File: src/rtl/riscv_pkg.sv
// Shared RV32I core types: register-file geometry and x0 address.
package riscv_pkg;

  localparam int XLEN   = 32;
  localparam int REG_AW = 5;

  typedef logic [REG_AW-1:0] reg_addr_t;
  typedef logic [XLEN-1:0]   xlen_t;

  localparam reg_addr_t REG_ZERO = '0;

endpackage

File: src/rtl/regfile_read_port.sv
// One combinational read port: x0 mask plus optional write-through
// forwarding when built with REGFILE_BYPASS_EN.
module regfile_read_port
  import riscv_pkg::*;
#(
  parameter int XLEN = riscv_pkg::XLEN,
  parameter int AW   = riscv_pkg::REG_AW
) (
  input  logic [AW-1:0]                 raddr_i,
  input  logic [2**AW-1:0][XLEN-1:0]    regs_i,
`ifdef REGFILE_BYPASS_EN
  input  logic                          rst_i,
  input  logic                          we_i,
  input  logic [AW-1:0]                 waddr_i,
  input  logic [XLEN-1:0]               wdata_i,
`endif
  output logic [XLEN-1:0]               rdata_o
);

  logic is_zero;

  assign is_zero = (raddr_i == AW'(REG_ZERO));

`ifdef REGFILE_BYPASS_EN
  logic fwd;

  assign fwd = !rst_i && we_i
            && (waddr_i != AW'(REG_ZERO))
            && (waddr_i == raddr_i);

  always_comb begin
    rdata_o = '0;
    unique case (1'b1)
      is_zero: rdata_o = '0;
      fwd:     rdata_o = wdata_i;
      default: rdata_o = regs_i[raddr_i];
    endcase
  end
`else
  always_comb begin
    rdata_o = '0;
    if (!is_zero) rdata_o = regs_i[raddr_i];
  end
`endif

endmodule

File: src/rtl/regfile.sv
// RV32I integer register file: 2 async read ports, 1 sync write port.
// Define REGFILE_BYPASS_EN for same-cycle write-to-read forwarding.
module regfile
  import riscv_pkg::*;
#(
  parameter int XLEN = riscv_pkg::XLEN,
  parameter int AW   = riscv_pkg::REG_AW
) (
  input  logic            clk,
  input  logic            rst,
  input  logic            we,
  input  logic [AW-1:0]   rs1,
  input  logic [AW-1:0]   rs2,
  input  logic [AW-1:0]   rd,
  input  logic [XLEN-1:0] wd,
  output logic [XLEN-1:0] rd1,
  output logic [XLEN-1:0] rd2
);

  localparam int NREG = 2**AW;

  // x0 has no flops; it only appears as a zero slot in the read view.
  logic [NREG-1:1][XLEN-1:0] regs_q;
  logic [NREG-1:1][XLEN-1:0] regs_d;
  logic [NREG-1:0][XLEN-1:0] view;

  always_comb begin
    regs_d = regs_q;
    if (rst) begin
      regs_d = '0;
    end else if (we && (rd != AW'(REG_ZERO))) begin
      regs_d[rd] = wd;
    end
  end

  always_ff @(posedge clk) begin
    regs_q <= regs_d;
  end

  assign view = {regs_q, {XLEN{1'b0}}};

  regfile_read_port #(
    .XLEN (XLEN),
    .AW   (AW)
  ) u_rp1 (
    .raddr_i (rs1),
    .regs_i  (view),
`ifdef REGFILE_BYPASS_EN
    .rst_i   (rst),
    .we_i    (we),
    .waddr_i (rd),
    .wdata_i (wd),
`endif
    .rdata_o (rd1)
  );

  regfile_read_port #(
    .XLEN (XLEN),
    .AW   (AW)
  ) u_rp2 (
    .raddr_i (rs2),
    .regs_i  (view),
`ifdef REGFILE_BYPASS_EN
    .rst_i   (rst),
    .we_i    (we),
    .waddr_i (rd),
    .wdata_i (wd),
`endif
    .rdata_o (rd2)
  );

endmodule

File: config.mk
export PLATFORM = sky130hd
export DESIGN_NAME = regfile
export DESIGN_NICKNAME = d
export VERILOG_FILES = /design/src/rtl/riscv_pkg.sv /design/src/rtl/regfile_read_port.sv /design/src/rtl/regfile.sv
export SDC_FILE = /design/constraint.sdc
export NUM_CORES = 2
export LEC_CHECK = 0
export ABC_AREA = 1
export CORE_MARGIN = 2
export CORE_UTILIZATION = 40
export DETAILED_ROUTE_END_ITERATION = 16
export PLACE_DENSITY = 0.63
export SYNTH_ARGS = -nofsm -noshare
export SYNTH_HDL_FRONTEND = slang
export SYNTH_SLANG_ARGS = --single-unit
export TNS_END_PERCENT = 10
File: constraint.sdc
create_clock -name clk -period 2.9 [get_ports clk]
set_clock_uncertainty 0.05 [all_clocks]
set_input_delay 0.58 -clock clk [delete_from_list [all_inputs] [get_ports clk]]
set_output_delay 0.58 -clock clk [all_outputs]
set_load 0.005 [all_outputs]
After elaboration in Yosys (flattened, before gate mapping)
Cells that the tools add are included.
{"block": "totals", "ff_bits": 992, "in_bits": 50, "out_inout_bits": 64, "word_cells": 49}
{"block": "classes", "magnitude_cmp": 4, "n_mux": 9, "n_reduce_logical": 5}
{"cell": "$bwmux W992", "n": 1}
{"cell": "$bmux W32 S5", "n": 2}
{"cell": "$demux W32 S5", "n": 1}
{"cell": "$mux W32", "n": 5}
{"cell": "$lt A5 B6 Y1 const B", "n": 3}
{"cell": "$logic_not A5 Y1", "n": 2}
{"cell": "$ge A5 B1 Y1 const B", "n": 1}
{"cell": "$reduce_bool A5 Y1", "n": 1}
{"cell": "$logic_and A1 B1 Y1", "n": 2}

Longest topological paths before layout
{"block": "logic_depth", "depth_word": 5, "mapped_depth": 13, "ltp_nobuf": 11}

Hierarchy
From an unflattened synthesis, not the netlist that was laid out.
{"block": "unflattened", "cells_unflattened": 10324, "area_unflattened_um2": 58259.6}
{"mod": "regfile", "n_inst": 1, "cells_each": 5396, "area_each_um2": 36784.0, "seq_area_each_um2": 19859.0}
{"mod": "regfile_read_port", "n_inst": 2, "cells_each": 2464, "area_each_um2": 10737.8, "seq_area_each_um2": 0.0}

Least setup slack after synthesis
No wires, ideal clock.
{"block": "synth_path", "path_kind": "input to output", "from": "input rs2[1]", "to": "output rd2[10]", "arrival_ns": 1.731, "required_time_ns": 2.270, "path_slack_ns": 0.539, "cell_stages": 10, "path_buffers": 3, "cell_sequence": "buf_2 > inv_2 > nand2_2 > inv_2 > buf_2 > buf_1 > a21oi_1 > nand3_1 > nand3_1 > nand2_1"}
{"block": "synth_between", "elab_chain_len": 3, "word_cells_on_any_way": 4, "classes_between": "3 x mux; 1 x reduce/logical"}
{"item": "start, declared", "line_no": "regfile.sv:13", "source": "input logic [AW-1:0] rs2,"}
{"item": "$bmux W32 S5", "line_no": "regfile_read_port.sv:42", "source": "if (!is_zero) rdata_o = regs_i[raddr_i];"}
{"item": "$mux W32 (implied by the code)", "line_no": "regfile_read_port.sv:42"}
{"item": "$mux W32 (*)", "line_no": "regfile_read_port.sv:42"}
{"item": "end, declared", "line_no": "regfile.sv:17", "source": "output logic [XLEN-1:0] rd2"}
Every way passes the cells marked *; elsewhere a longest branch is shown, timed or not. The select of a mux whose other input is x is not followed.

Worst setup path in the final report
{"block": "layout_path", "from": "input rs2[0]", "to": "output rd2[28]"}
Same word-level chain as after synthesis.

==> impl_metrics.json <==
{
  "power_mw": 34.2,
  "areaGrowthSynthToFinish_pct": 22.7,
  "grt_overflow": 0,
  "finalSetupViolations": 38,
  "dieArea_um2": 139000,
  "ys_warn_count": 0,
  "groute.usage.overall_pct": 35.3,
  "synthesis.area_um2": 54500,
  "synth_edf_count": 0,
  "place_congestion": 0.980,
  "clk_path_buf_depth": 3,
  "met1_length_um": 99300,
  "rsz0062_at_grt": "yes",
  "seqCellArea_um2": 19900,
  "finalInstanceArea_um2": 66900,
  "crit_fanout": 21,
  "fin_crit_sh_pct": 111,
  "drive_gt1_share_pct": 11.4,
  "min_path_type": "in -> reg",
  "reg_top3": "regs_q: 992 flops",
  "antenna_found_initial": 11,
  "ys_ff_latch": 992,
  "leakage_nw": 26.4,
  "highest_layer": "met5",
  "largest_reg_flops": 992,
  "dp_hpwl_um": 160000,
  "tightest_slew_ns": 0.613,
  "drc_errors": 0,
  "portBuffers": 113,
  "syn-instance-count": 8853,
  "cts_tree": "done",
  "grt_pass1_wl_um": 376000,
  "drt_iter0_drc": 10100,
  "wire_per_inst_um": 23.8,
  "finalHoldViolCount": 0,
  "worst_hold_slack_ns": 0.256,
  "avgSynthCellArea_um2": 6.16,
  "clk_latency_ns": 0.75,
  "min_period_ns": 3.21,
  "maxCapViolations": 0,
  "slew_viol_final": 0,
  "drt_wl_total_um": 256000,
  "placedCellCount": 10500,
  "grt_max_degree": 86,
  "wl_met3_um": 36100,
  "fin_cells": 10800,
  "ys_seq_area_share_pct": 36.4,
  "grt_pass1_vias": 58200,
  "path_clk_slew_ns": 0.06,
  "io_pins": 114,
  "setup.worst_path.class": "in -> out",
  "cp-end-kind": "primary output",
  "die_w_um": 373,
  "initial_core_util_pct": 40.3,
  "multi_input_area_um2": 29500,
  "vias": 63300,
  "power.density_nw_per_um2": 512,
  "die_h_um": 373,
  "peakVddDrop_v": 0.000492,
  "cts_buffers": 113,
  "nFillCells": 13400,
  "final_common_cell": "nand2_1",
  "max_freq_mhz": 312,
  "ctsHtreeMaxLevel": 3,
  "relSlewSlack_pct": 59.1,
  "top_register": "regs_q",
  "final_cell_mix": "2935 x nand2_1, 1256 x nand3_1, 988 x dfxtp_1, 700 x nor2_1, 616 x inv_1",
  "num-nets-final": 8936,
  "async_flop_share_pct": 0,
  "wl_met2_um": 103000,
  "synth.distinct_cells": 18,
  "placedInstanceArea_um2": 61500,
  "status": "finished, violations left",
  "dr.pass1.iters": 8,
  "syn_nets": 8903,
  "violations": "negative setup slack",
  "timing.final.ws_setup_ns": -0.310,
  "crit_required_ns": 2.27,
  "core_area_um2": 135000,
  "start_kind": "input port",
  "viasPerCell": 5.89,
  "critPathArrivalTime_ns": 2.58,
  "antenna_left": 0,
  "ys.flop_type": "dfxtp_1",
  "root_buffer": "clkbuf_16",
  "cts.sinks": 992,
  "rows": 135
}
final cells by class:
cell class,count,area share [%]
Timing Repair Buffer,713,13.2
Antenna cell,1,0.00374
Inverter,664,3.81
Multi-Input combinational cell,6402,44.2
Tap cell,1781,3.33
Clock buffer,170,5.10
Sequential cell,992,29.7
Clock inverter,39,0.698
metrics by stage:
| stage | utilization, % | setup WS (ns) | TNS (ns) |
|---|---|---|---|
| final | 49.4 | -0.310 | -6.11 |
| after floorplan | - | 0.539 | 0 |
| after detailed placement | 45.5 | -0.481 | -19.38 |
| after global routing | 49.4 | -0.322 | -7.90 |
| after CTS | 49.1 | -0.265 | -6.53 |
| after global placement | 45.5 | -0.492 | -19.59 |
synthesized netlist by cell type (32+ instances only):
cell / number / share of area (%)
a211oi_1: 576 / 7.9
a21oi_1: 591 / 5.4
buf_1: 102 / 0.70
buf_2: 194 / 1.8
clkbuf_1: 487 / 3.4
dfxtp_1: 992 / 36
inv_1: 639 / 4.4
nand2_1: 3023 / 21
nand3_1: 1298 / 12
nand4_1: 32 / 0.37
nor2_1: 711 / 4.9
o21ai_0: 137 / 1.3
where the power goes:
group	internal (mW)	switching [mW]	leakage, nW	total (mW)
logic	1.76	3.39	16.5	5.15
registers	13.8	0.0778	8.00	13.9
clock network	8.88	6.34	1.93	15.2
total	24.4	9.81	26.4	34.2
layer usage:
metal,global-route usage (%),vias up
li1,-,28800
met1,46.5,29100
met2,50.5,4417
met3,10.4,1003
met4,21.1,8
met5,0,-
worst paths after layout:
| check | start | to | slack [ns] | cells after the start |
|---|---|---|---|---|
| worst min register to register | regs_q[361]$_SDFFE_PP0P_ | regs_q[361]$_SDFFE_PP0P_ | 0.42 | 2 |
| worst min-delay path | rst | regs_q[20]$_SDFFE_PP0P_ | 0.26 | 2 |
| worst max-delay path | rs2[0] | rd2[28] | -0.31 | 12 |
| worst max register to register | regs_q[105]$_SDFFE_PP0P_ | regs_q[105]$_SDFFE_PP0P_ | 2.07 | 2 |
cell families (layout without fill, tap and decap cells):
logic type	after synthesis	count (layout)	synth area share, %
buf+inv	1459	1586	10.6
flops	992	992	36.4
simple gates	5091	5091	38.3
other cells	0	1	0
compound gates	1311	1311	14.7
worst max-delay path: stages:
cell and delay [ns]:
buf_16 0.16, inv_16 0.16, buf_12 0.19, buf_16 0.20, buf_12 0.17, nand2_1 0.05
nand3_1 0.07, nand3_1 0.08, nand3_1 0.08, nand3_1 0.11, nand2_1 0.15, clkdlybuf4s50_1 0.52
repair_timing:
action	CTS	global route
buffers inserted	8	7
resized for setup	226	83
endpoints found under the setup margin	64	59
gates cloned	10	4
pin swaps	29	11
hold buffers	0	0
Note: power is estimated with default switching activity, not from simulation.
==> variant (same settings) <==
The package constant `REG_AW` goes from 5 to 4.
--- a/src/rtl/riscv_pkg.sv
+++ b/src/rtl/riscv_pkg.sv
@@ -4,3 +4,3 @@
   localparam int XLEN   = 32;
-  localparam int REG_AW = 5;
+  localparam int REG_AW = 4;
 
Interface: changed (resized rd, rs1 and rs2); port bits go from 114 to 111. The function was not compared with the original's and may differ.
==> variant against the unedited design <==
  * Critical endpoint is now rd2[11]
  * Maximum frequency up 11%
  * Critical path depth down 7
  * Largest power group is now sequential cells
  * Total power down 53%
  * Area after synthesis down 51%
  * Wire length down 62%
  * Worst setup slack better by 310 ps
  * Highest routed layer unchanged
  * Critical path type unchanged
  * Design area down 54%
  * The flow still finishes with violations (setup timing)
  * Non-clock buffer count down 477
  * Sequential cell count down 512
  * Die area down 51%
  * Sequential share of layout area up 1.5 points
==> variant: results (changes against the unedited design) <==
The run finished, with violations left. Violations in the final reports: setup timing (unchanged). The run gives 38.2% (was 46.5%) as the met1 track utilization from global routing.

The number of distinct library cells after synthesis was 19 (was 18). The internal power is 0.0115 W (was 0.0244 W), and the final setup TNS is -3.40 ps (was -6110 ps). The worst-case hold path end point is regs_q[472]$_SDFFE_PP0P_ (was regs_q[20]$_SDFFE_PP0P_).

The run gives 5202 (was 10800) as the number of cells in the finished layout apart from fillers. The portion of total power attributed to combinational logic is 16.2% (was 15.0%), and the number of DRC markers after the initial detailed-route iteration is 2812 (was 10100). The register-to-register path setup slack is 2150 ps (was 2070 ps). For the maximum number of pins on one net before global-route repair, the log shows 92 (was 86). Biggest area contributors in the synthesized netlist: sky130_fd_sc_hd__dfxtp_1 (36%), sky130_fd_sc_hd__nand2_1 (18%), sky130_fd_sc_hd__nand3_1 (13%) (was sky130_fd_sc_hd__dfxtp_1 (36%), sky130_fd_sc_hd__nand2_1 (21%), sky130_fd_sc_hd__nand3_1 (12%)). Post-place setup slack: -19.2 ps (was -481 ps). Number of fillers in the final layout: 6666 (was 13400).

The average vias per placed instance works out to 5.37 (was 5.89). For the combined flip-flop and latch cell area, the log shows 9610 sq um (was 19900 sq um). The start point of the worst hold path was regs_q[472]$_SDFFE_PP0P_ (was rst). The fraction of layout instances using a drive strength above 1 was 5.45% (was 11.4%). The tools report the total track usage as 27.7% (was 35.3%). The estimated wirelength of the detail-placed design is 59000 microns (was 160000 microns), and the cell count after placement is 5111 (was 10500). The initial antenna violation count was 5 (was 11); the fraction of the yosys area taken by sequential cells was 36.2% (was 36.4%).

The worst setup path endpoint is rd2[11] (was rd2[28]). The worst-case vdd ir drop was 0.000396 V (was 0.000492 V). Class of the tightest hold or removal check: reg2reg (was in2reg). The met2 wirelength from detailed routing came out at 41600 microns (was 103000 microns). The number of optimization iterations in the first detailed-route pass is 5 (was 8). The smallest setup slack after layout was -3.40 ps (was -310 ps). Biggest registers after layout: regs_q: 480 flops (was regs_q: 992 flops). The tools report the worst reg2reg path startpoint as regs_q[2]$_SDFFE_PP0P_ (was regs_q[105]$_SDFFE_PP0P_). The met3 routed wirelength is 7700 microns (was 36100 microns), and the cell area after placement is 29100 sq um (was 61500 sq um). The worst hold slack was 424 ps (was 256 ps); the number of failing setup endpoints in the final timing report was 1 (was 38). Global-route track usage on met2: 43.2% (was 50.5%). The net count after synthesis is 4430 (was 8903), and the clock latency at the later pin of the worst-skew pair is 590 ps (was 750 ps). The TritonCTS buffer count is 52 (was 113).
## variant: critical path: stages
cell and delay (ps):
sky130_fd_sc_hd__buf_2 340, sky130_fd_sc_hd__buf_4 370, sky130_fd_sc_hd__nand3_1 220, sky130_fd_sc_hd__nand2_1 190
sky130_fd_sc_hd__clkdlybuf4s50_1 550
## variant: cells by family (layout without fill, tap and decap cells)
kind of cell | after synthesis | count (layout) | synth area share, %
other | 0 | 5 | 0
flip-flops | 480 | 480 | 36.2
AND/OR/NAND/NOR | 2012 | 2012 | 32.1
buffers and inverters | 931 | 881 | 13.6
AO/OA/AOI/OAI | 960 | 960 | 18.1
## variant: layout make-up
class	instances	share of cell area, %
inverters	559	6.92
multi-input cells	2972	43.4
diodes	5	0.0407
flip-flops and latches	480	31.2
clock inverters	8	0.374
clock buffers	78	4.91
well taps	864	3.51
repair buffers	236	9.58
## variant: timing repair
item | 4_1_cts | 5_1_grt
setup endpoints to repair | 2 | 12
resized for setup | 1 | 5
pin swaps | 0 | 0
